--- src/rtl/tetris_pkg.sv ---
// Shared encodings and helpers for the move scheduler: command codes, FSM states,
// gravity period lookup and the fixed command priority.
package tetris_pkg;

    typedef enum logic [2:0] {
        MOVE_CW    = 3'b000,
        MOVE_CCW   = 3'b001,
        MOVE_DOWN  = 3'b010,
        MOVE_LEFT  = 3'b011,
        MOVE_RIGHT = 3'b100,
        MOVE_NONE  = 3'b101
    } move_e;

    typedef enum logic [1:0] {
        ST_IDLE  = 2'd0,
        ST_ISSUE = 2'd1,
        ST_NEXT  = 2'd2
    } sched_state_e;

    // Pending-bit vectors are indexed by the command code.
    localparam int NUM_MOVES  = 5;
    localparam int PERIOD_W   = 8;
    localparam int DAS_FRAMES = 10;
    localparam int ARR_FRAMES = 3;
    localparam int REPEAT_W   = 4;

    function automatic logic [PERIOD_W-1:0] period_of(
        input logic [1:0]  velocity,
        input int unsigned p0,
        input int unsigned p1,
        input int unsigned p2,
        input int unsigned p3
    );
        logic [PERIOD_W-1:0] period;
        case (velocity)
            2'b00:   period = PERIOD_W'(p0);
            2'b01:   period = PERIOD_W'(p1);
            2'b10:   period = PERIOD_W'(p2);
            default: period = PERIOD_W'(p3);
        endcase
        return period;
    endfunction

    function automatic move_e pick_winner(input logic [NUM_MOVES-1:0] pend);
        move_e win;
        if (pend[0])      win = MOVE_CW;
        else if (pend[1]) win = MOVE_CCW;
        else if (pend[3]) win = MOVE_LEFT;
        else if (pend[4]) win = MOVE_RIGHT;
        else if (pend[2]) win = MOVE_DOWN;
        else              win = MOVE_NONE;
        return win;
    endfunction

endpackage

--- src/rtl/gravity_timer.sv ---
// Counts frame_start pulses and emits a one-cycle tick when the gravity period
// for the current velocity elapses; clear/freeze return the count to zero.
module gravity_timer
    import tetris_pkg::*;
#(
    parameter int unsigned PERIOD_V0 = 48,
    parameter int unsigned PERIOD_V1 = 24,
    parameter int unsigned PERIOD_V2 = 12,
    parameter int unsigned PERIOD_V3 = 6
) (
    input  logic       clk,
    input  logic       reset,
    input  logic       frame_start,
    input  logic [1:0] velocity,
    input  logic       clear,
    input  logic       freeze,
    output logic       tick
);

    logic [PERIOD_W-1:0] count_q;
    logic [PERIOD_W-1:0] count_d;
    logic [PERIOD_W-1:0] count_inc;
    logic [PERIOD_W-1:0] period;

    assign period    = period_of(velocity, PERIOD_V0, PERIOD_V1, PERIOD_V2, PERIOD_V3);
    assign count_inc = count_q + PERIOD_W'(1);

    // '>=' rather than '==' so a drop to a shorter period fires on the next frame.
    always_comb begin
        count_d = count_q;
        tick    = 1'b0;
        if (freeze || clear) begin
            count_d = '0;
        end else if (frame_start) begin
            if (count_inc >= period) begin
                tick    = 1'b1;
                count_d = '0;
            end else begin
                count_d = count_inc;
            end
        end
    end

    always_ff @(posedge clk) begin
        if (reset) count_q <= '0;
        else       count_q <= count_d;
    end

endmodule

--- src/rtl/move_scheduler.sv ---
// Turns button edges and gravity ticks into one-at-a-time move commands, dispatched
// only in the window opened by frame_start. Optional hold-to-repeat: AUTO_REPEAT_EN.
module move_scheduler
    import tetris_pkg::*;
#(
    parameter int unsigned PERIOD_V0     = 48,
    parameter int unsigned PERIOD_V1     = 24,
    parameter int unsigned PERIOD_V2     = 12,
    parameter int unsigned PERIOD_V3     = 6,
    parameter int unsigned MAX_PER_FRAME = 2,
    parameter int unsigned ACK_TIMEOUT   = 64
) (
    input  logic       clk,
    input  logic       reset,
    input  logic       btn_cw,
    input  logic       btn_ccw,
    input  logic       btn_left,
    input  logic       btn_right,
    input  logic       btn_down,
    input  logic [1:0] velocity,
    input  logic       frame_start,
    input  logic       game_over,
    input  logic       move_ack,
    output logic       move_valid,
    output logic [2:0] move_cmd,
    output logic       timeout_err
);

    localparam int WAIT_W   = (ACK_TIMEOUT > 1) ? $clog2(ACK_TIMEOUT) : 1;
    localparam int ISSUED_W = 3;

    sched_state_e state_q, state_d;
    move_e        cmd_q, cmd_d, winner;

    logic [NUM_MOVES-1:0] btn_now, btn_prev_q, edges, rep_set, tick_vec;
    logic [NUM_MOVES-1:0] pend_q, pend_d, ack_mask;
    logic [ISSUED_W-1:0]  issued_q, issued_d;
    logic [WAIT_W-1:0]    wait_q, wait_d;
    logic                 timeout_q, timeout_d;
    logic                 tick, ack_take, grav_clear, any_pend, enter_issue;

    assign btn_now    = {btn_right, btn_left, btn_down, btn_ccw, btn_cw};
    assign edges      = btn_now & ~btn_prev_q;
    assign tick_vec   = {2'b00, tick, 2'b00};
    assign ack_take   = (state_q == ST_ISSUE) && move_ack && !game_over;
    assign ack_mask   = NUM_MOVES'(1) << cmd_q;
    assign grav_clear = ack_take && (cmd_q == MOVE_DOWN);

    gravity_timer #(
        .PERIOD_V0 (PERIOD_V0),
        .PERIOD_V1 (PERIOD_V1),
        .PERIOD_V2 (PERIOD_V2),
        .PERIOD_V3 (PERIOD_V3)
    ) u_gravity (
        .clk         (clk),
        .reset       (reset),
        .frame_start (frame_start),
        .velocity    (velocity),
        .clear       (grav_clear),
        .freeze      (game_over),
        .tick        (tick)
    );

`ifdef AUTO_REPEAT_EN
    // Only down/left/right repeat; a repeat is armed by a real edge seen outside game_over.
    assign rep_set[1:0] = '0;
    for (genvar i = 2; i < NUM_MOVES; i++) begin : g_repeat
        logic [REPEAT_W-1:0] rep_cnt_q;
        logic                rep_arm_q;
        logic                rep_fire_q;

        always_ff @(posedge clk) begin
            if (reset || game_over) begin
                rep_cnt_q  <= '0;
                rep_arm_q  <= 1'b0;
                rep_fire_q <= 1'b0;
            end else begin
                rep_fire_q <= 1'b0;
                if (edges[i]) begin
                    rep_cnt_q <= '0;
                    rep_arm_q <= 1'b1;
                end else if (!btn_now[i]) begin
                    rep_arm_q <= 1'b0;
                end else if (rep_arm_q && frame_start) begin
                    if (rep_cnt_q == REPEAT_W'(DAS_FRAMES - 1)) begin
                        rep_fire_q <= 1'b1;
                        rep_cnt_q  <= REPEAT_W'(DAS_FRAMES - ARR_FRAMES);
                    end else begin
                        rep_cnt_q <= rep_cnt_q + REPEAT_W'(1);
                    end
                end
            end
        end

        assign rep_set[i] = rep_fire_q;
    end
`else
    assign rep_set = '0;
`endif

    // New requests merge into pending bits before the ack clears the served one.
    always_comb begin
        pend_d = pend_q | edges | rep_set | tick_vec;
        if (ack_take)  pend_d = pend_d & ~ack_mask;
        if (game_over) pend_d = '0;
    end

    assign winner   = pick_winner(pend_d);
    assign any_pend = |pend_d;

    always_ff @(posedge clk) begin
        if (reset) state_q <= ST_IDLE;
        else       state_q <= state_d;
    end

    always_comb begin
        state_d = state_q;
        case (state_q)
            ST_IDLE: begin
                if (frame_start && any_pend) state_d = ST_ISSUE;
            end
            ST_ISSUE: begin
                if (move_ack)                                   state_d = ST_NEXT;
                else if (wait_q == WAIT_W'(ACK_TIMEOUT - 1))    state_d = ST_IDLE;
            end
            ST_NEXT: begin
                if (any_pend && (issued_q < ISSUED_W'(MAX_PER_FRAME))) state_d = ST_ISSUE;
                else                                                   state_d = ST_IDLE;
            end
            default: state_d = ST_IDLE;
        endcase
        if (game_over) state_d = ST_IDLE;
    end

    assign enter_issue = (state_q != ST_ISSUE) && (state_d == ST_ISSUE);

    always_comb begin
        cmd_d     = cmd_q;
        issued_d  = issued_q;
        wait_d    = '0;
        timeout_d = 1'b0;
        if (enter_issue) cmd_d = winner;
        if ((state_q == ST_IDLE) && enter_issue) issued_d = '0;
        if (ack_take) issued_d = issued_q + ISSUED_W'(1);
        if ((state_q == ST_ISSUE) && (state_d == ST_ISSUE)) wait_d = wait_q + WAIT_W'(1);
        timeout_d = (state_q == ST_ISSUE) && !move_ack && !game_over
                    && (wait_q == WAIT_W'(ACK_TIMEOUT - 1));
    end

    always_ff @(posedge clk) begin
        if (reset) begin
            btn_prev_q <= '0;
            pend_q     <= '0;
            cmd_q      <= MOVE_NONE;
            issued_q   <= '0;
            wait_q     <= '0;
            timeout_q  <= 1'b0;
        end else begin
            btn_prev_q <= btn_now;
            pend_q     <= pend_d;
            cmd_q      <= cmd_d;
            issued_q   <= issued_d;
            wait_q     <= wait_d;
            timeout_q  <= timeout_d;
        end
    end

    always_comb begin
        move_valid  = (state_q == ST_ISSUE);
        move_cmd    = (state_q == ST_ISSUE) ? cmd_q : MOVE_NONE;
        timeout_err = timeout_q;
    end

endmodule

--- config.mk ---
export PLATFORM = sky130hd
export DESIGN_NAME = move_scheduler
export DESIGN_NICKNAME = d
export VERILOG_FILES = /design/src/rtl/tetris_pkg.sv /design/src/rtl/gravity_timer.sv /design/src/rtl/move_scheduler.sv
export SDC_FILE = /design/constraint.sdc
export NUM_CORES = 1
export LEC_CHECK = 0
export ABC_AREA = 1
export CAP_MARGIN = 20
export CORE_MARGIN = 8
export CORE_UTILIZATION = 43
export DETAILED_ROUTE_END_ITERATION = 12
export PLACE_DENSITY = 0.73
export SLEW_MARGIN = 15
export SYNTH_ARGS = -nofsm -noshare
export SYNTH_HDL_FRONTEND = slang
export SYNTH_SLANG_ARGS = --single-unit
--- constraint.sdc ---
create_clock -name clk -period 3.32 [get_ports clk]
set_clock_uncertainty 0.15 [all_clocks]
set_input_delay 0.332 -clock clk [delete_from_list [all_inputs] [get_ports clk]]
set_output_delay 0.332 -clock clk [all_outputs]
set_load 0.005 [all_outputs]
==> impl.org <==
** Die
- After floorplanning, the core was sized to cover 3914 um2.
- The floorplan has 23 rows.
- Overall die area :: 6255 um2
- From bottom edge to top edge, the die measures 79.09 um.
- For this configuration, the core starts out at a cell density of 0.4373.
- In this run the horizontal extent of the chip is 79.09 um.
- For this design the top-level I/O count stands at 17.

** Outcome
- Result of the run :: finished, final reports clean

** Drt
- For this block, the initial DRC count from the detailed router was 53.
- Total wire length after detailed routing :: 3294 um
- Overall via count from detail_route :: 1,419
- After detailed routing, the number of remaining DRC violations is 0.
- Routed Antenna Nets :: 0
- After detailed routing, the number of vias per cell comes to 4.699.
- The first TritonRoute pass finished after 4 iterations.
- Dividing the detail-routed wire length by the instance count gives 10.91 um.

** Clocking
- CTS sink cnt :: 33
- Count of instances resized after the clock tree is built :: 0
- The number of hold buffers added after CTS was 0.
- In this run the post-CTS setup repair buffer count came out at 0.
- Source-to-sink clock delay at the later pin of the worst-skew pair :: 280 ps
- H-Tree Depth :: 2
- CTS tree :: built
- The tree is rooted in a sky130_fd_sc_hd__clkbuf_8.
- Clock-pin transition on the worst setup and hold timing paths :: 70 ps
- TritonCTS created 5 clock buffers.
- The clock passes through at most 2 buffers.

** Worst setup path
- The worst register-to-register path ends at cmd_q[0].
- STA classifies the critical path startpoint as a flip-flop.
- At the worst endpoint, the required time is 3330 ps.
- In this run the worst setup path terminates at cmd_q[0].
- By startpoint and endpoint, the worst setup path is classified as reg2reg.
- Arrival time of data at the critical path endpoint :: 2600 ps
- STA classifies the critical path endpoint as a flip-flop.
- In this run the critical register-to-register path is launched from u_gravity.count_q[4].
- R2R depth :: 17
- Biggest fanout along the worst timing path :: 5
- Setup slack on the worst reg-to-reg path comes out at 730 ps.
- Timing startpoint of the critical path :: u_gravity.count_q[4]

** Placement
- Timing analysis after detailed placement gives a worst setup slack of 461.3 ps.
- Port Buffer Count :: 16
- Routability-driven placement finished with a final weighted congestion of 0.8449.
- In this run, placement finished with an instance count of 294.
- The wire-length estimate of the detail-placed layout is 2595 um.

** Power
- Switching power summed over all nets :: 0.0002277 W
- Static leakage :: 0.9249 nW
- VDD sags by at most 0.2289 mV.
- The internal portion of the total power is 0.0006034 W.
- Of the total power, the share spent switching nets is 0.2740.
- Areal power density over the cells :: 412.8 nW/um2
- Of the total power, combinational logic draws 0.142.
- The share of total power dissipated in the clock network is 0.353.
- Of the total power, registers draw 0.505.

** Timing
- Hold Fails Final Rpt :: 0
- Peak clock frequency supported by timing :: 386.0 MHz
- The worst pin sits at a relative slew slack of 0.6131.
- Setup repair after global routing left no endpoint under its margin.
- Final hold slack :: 294.9 ps
- Transition time of the tightest slew-check pin :: 578.5 ps
- Total negative slack for setup checks :: 0 ps
- Pins over their slew limit :: 0
- Final critical-path required period :: 2590 ps
- Share of the clock period used by the worst path after layout :: 0.7802
- # setup viols final :: 0
- After layout, the worst setup slack is 729.6 ps.

** Synthesis
- Yosys instantiated no cell more often than sky130_fd_sc_hd__nor2_1.
- Top_reg_cell synth :: sky130_fd_sc_hd__dfxtp_1
- Top post-synthesis cells by count :: sky130_fd_sc_hd__nor2_1 (46), sky130_fd_sc_hd__inv_1 (34), sky130_fd_sc_hd__dfxtp_1 (33)
- Number of distinct standard cells referenced by the synthesized netlist :: 27
- Area of the mapped netlist :: 1712 um2
- Yosys mapped a number of flops with a built-in enable equal to 0.
- After synthesis, the share of flip-flops with an asynchronous set or reset is 0.
- The number of nets handed over by synthesis was 255.
- Yosys top cell by area :: sky130_fd_sc_hd__dfxtp_1
- Warning count from the yosys run :: 0
- Leading cell types by total area after synthesis :: sky130_fd_sc_hd__dfxtp_1 (39%), sky130_fd_sc_hd__nor2_1 (10%), sky130_fd_sc_hd__ha_1 (9.5%), sky130_fd_sc_hd__inv_1 (7.5%), sky130_fd_sc_hd__nand2_1 (6.8%)
- Gate count after technology mapping :: 230
- The share of synthesized area in the top cell type comes to 0.3860.
- After synthesis, the mean cell area works out to 7.442 um2.
- Post-synthesis register bit count :: 33
- Share of the yosys chip area belonging to registers :: 0.3860

** Finish
- Synthesis-to-finish area growth :: 17.62%
- Final-layout fill cell count :: 412
- 0 antenna diodes ended up in the layout.
- Final instance count without filler cells :: 302
- In the final layout, the share of cells above drive strength 1 is 0.09127.
- The net count of the finished layout is 276.

** GRT
- Entering global routing, the biggest net connects 17 pins.
- The number of antenna violations at the first check in global routing was 0.
- The total overflow left after global routing is 0.
- The first global-routing pass estimated 5727 um of wire.
- The via count of the first global-routing pass came to 1,352.
- All-Layer GR Usage :: 0.1151

** Worst hold path
- Counting instances, the worst hold path has a depth of 1.
- Worst hold-check path type :: reg2reg

** Job
- Total of max-cap violations :: 0
-- critical path, stage by stage, from the launching register on --
cell and delay [ps]:
sky130_fd_sc_hd__dfxtp_1 400, sky130_fd_sc_hd__nand2_1 110, sky130_fd_sc_hd__nor3_1 230, sky130_fd_sc_hd__xnor2_1 170, sky130_fd_sc_hd__inv_1 70, sky130_fd_sc_hd__ha_1 310
sky130_fd_sc_hd__a21oi_1 140, sky130_fd_sc_hd__nand2_1 70, sky130_fd_sc_hd__nor2_1 90, sky130_fd_sc_hd__nand2_1 70, sky130_fd_sc_hd__nand2_2 70, sky130_fd_sc_hd__nand2_2 70
sky130_fd_sc_hd__nand2_2 70, sky130_fd_sc_hd__nand2_1 90, sky130_fd_sc_hd__nand2_2 110, sky130_fd_sc_hd__inv_1 80, sky130_fd_sc_hd__nand3_1 70, sky130_fd_sc_hd__o211ai_1 90
-- stage by stage --
| step | util | total power (W) | area [um2] |
|---|---|---|---|
| finish | 0.5144 | 0.0008311 | 2013 |
| global route | 0.5144 | 0.0008752 | 2013 |
| CTS | 0.5144 | 0.0008422 | 2013 |
| detailed placement | 0.4933 | 0.0005471 | 1931 |
| global placement | 0.4933 | 0.0005441 | 1931 |
| floorplan | - | 0.0005092 | 1712 |
-- power groups by stage --
stage          Combinational, W  Sequential, W  Clock, W
2_1_floorplan         0.0000827       0.000427         0
3_3_place_gp           0.000116       0.000428         0
3_5_place_dp           0.000118       0.000429         0
4_1_cts                0.000119       0.000420  0.000304
5_1_grt                0.000136       0.000421  0.000318
6_report               0.000118       0.000420  0.000293
-- layout make-up --
class | count | area (um2) | share of cell area
tap | 50 | 62.56 | 0.03108
inverter | 36 | 135.1 | 0.06712
clock buffer | 6 | 72.57 | 0.03605
timing repair buffer | 17 | 167.7 | 0.08328
multi-input combinational | 158 | 904.6 | 0.4493
clock inverter | 2 | 10.01 | 0.004972
sequential | 33 | 660.6 | 0.3282
-- worst min-delay path by stage --
stage          startpoint         to  slack, ps
6_report        wait_q[0]  wait_q[0]        290
5_1_grt         wait_q[0]  wait_q[0]        310
4_1_cts         wait_q[0]  wait_q[0]        300
3_5_place_dp    wait_q[0]  wait_q[0]        290
3_3_place_gp    wait_q[0]  wait_q[0]        290
2_1_floorplan   wait_q[0]  wait_q[0]        270
-- cells by family after synthesis --
| group | count (synthesis) | synth area share |
|---|---|---|
| AO/OA/AOI/OAI | 28 | 0.09796 |
| XOR/XNOR | 10 | 0.05117 |
| adder cells (fa/ha/maj) | 13 | 0.09503 |
| buffers and inverters | 39 | 0.08553 |
| flip-flops | 33 | 0.3860 |
| AND/OR/NAND/NOR | 107 | 0.2844 |
-- routing by layer --
layer  vias to the layer above  wire length [um]  track usage
met3                         7               134      0.03950
met1                       626              1527       0.1270
met2                        19              1567       0.1915
met4                         0                65      0.05926
met5                         -                 0            0
li1                        767                 -            -
-- registers in the layout, summed over array words and instances, names as in the netlist --
name               flops
state_q                2
timeout_err            1
issued_q               3
btn_prev_q             5
u_gravity.count_q      8
cmd_q                  3
pend_q                 5
wait_q                 6
-- cell usage in the layout, fill, tap and decap left out --
cell	n
sky130_fd_sc_hd__nor2_1	46
sky130_fd_sc_hd__clkinv_2	2
sky130_fd_sc_hd__inv_2	2
sky130_fd_sc_hd__nand4_4	1
sky130_fd_sc_hd__o21ai_0	7
sky130_fd_sc_hd__nor2_2	2
sky130_fd_sc_hd__nand2_1	31
sky130_fd_sc_hd__inv_1	34
sky130_fd_sc_hd__xor2_1	6
sky130_fd_sc_hd__a21oi_1	10
sky130_fd_sc_hd__nor3_1	6
sky130_fd_sc_hd__o21ai_1	1
sky130_fd_sc_hd__a21oi_2	1
sky130_fd_sc_hd__nand3_1	11
sky130_fd_sc_hd__buf_4	1
sky130_fd_sc_hd__o21bai_1	1
sky130_fd_sc_hd__clkbuf_8	5
sky130_fd_sc_hd__a211oi_1	5
sky130_fd_sc_hd__clkdlybuf4s50_1	16
sky130_fd_sc_hd__o31ai_1	1
sky130_fd_sc_hd__clkbuf_1	1
sky130_fd_sc_hd__o21ai_2	1
sky130_fd_sc_hd__nor2_4	2
sky130_fd_sc_hd__nand2_2	5
sky130_fd_sc_hd__nand3b_1	1
sky130_fd_sc_hd__dfxtp_1	33
sky130_fd_sc_hd__xnor2_1	4
sky130_fd_sc_hd__nand2_4	1
sky130_fd_sc_hd__o211ai_1	1
sky130_fd_sc_hd__nand4_1	1
sky130_fd_sc_hd__ha_1	13
(Power assumes the default switching activity.)
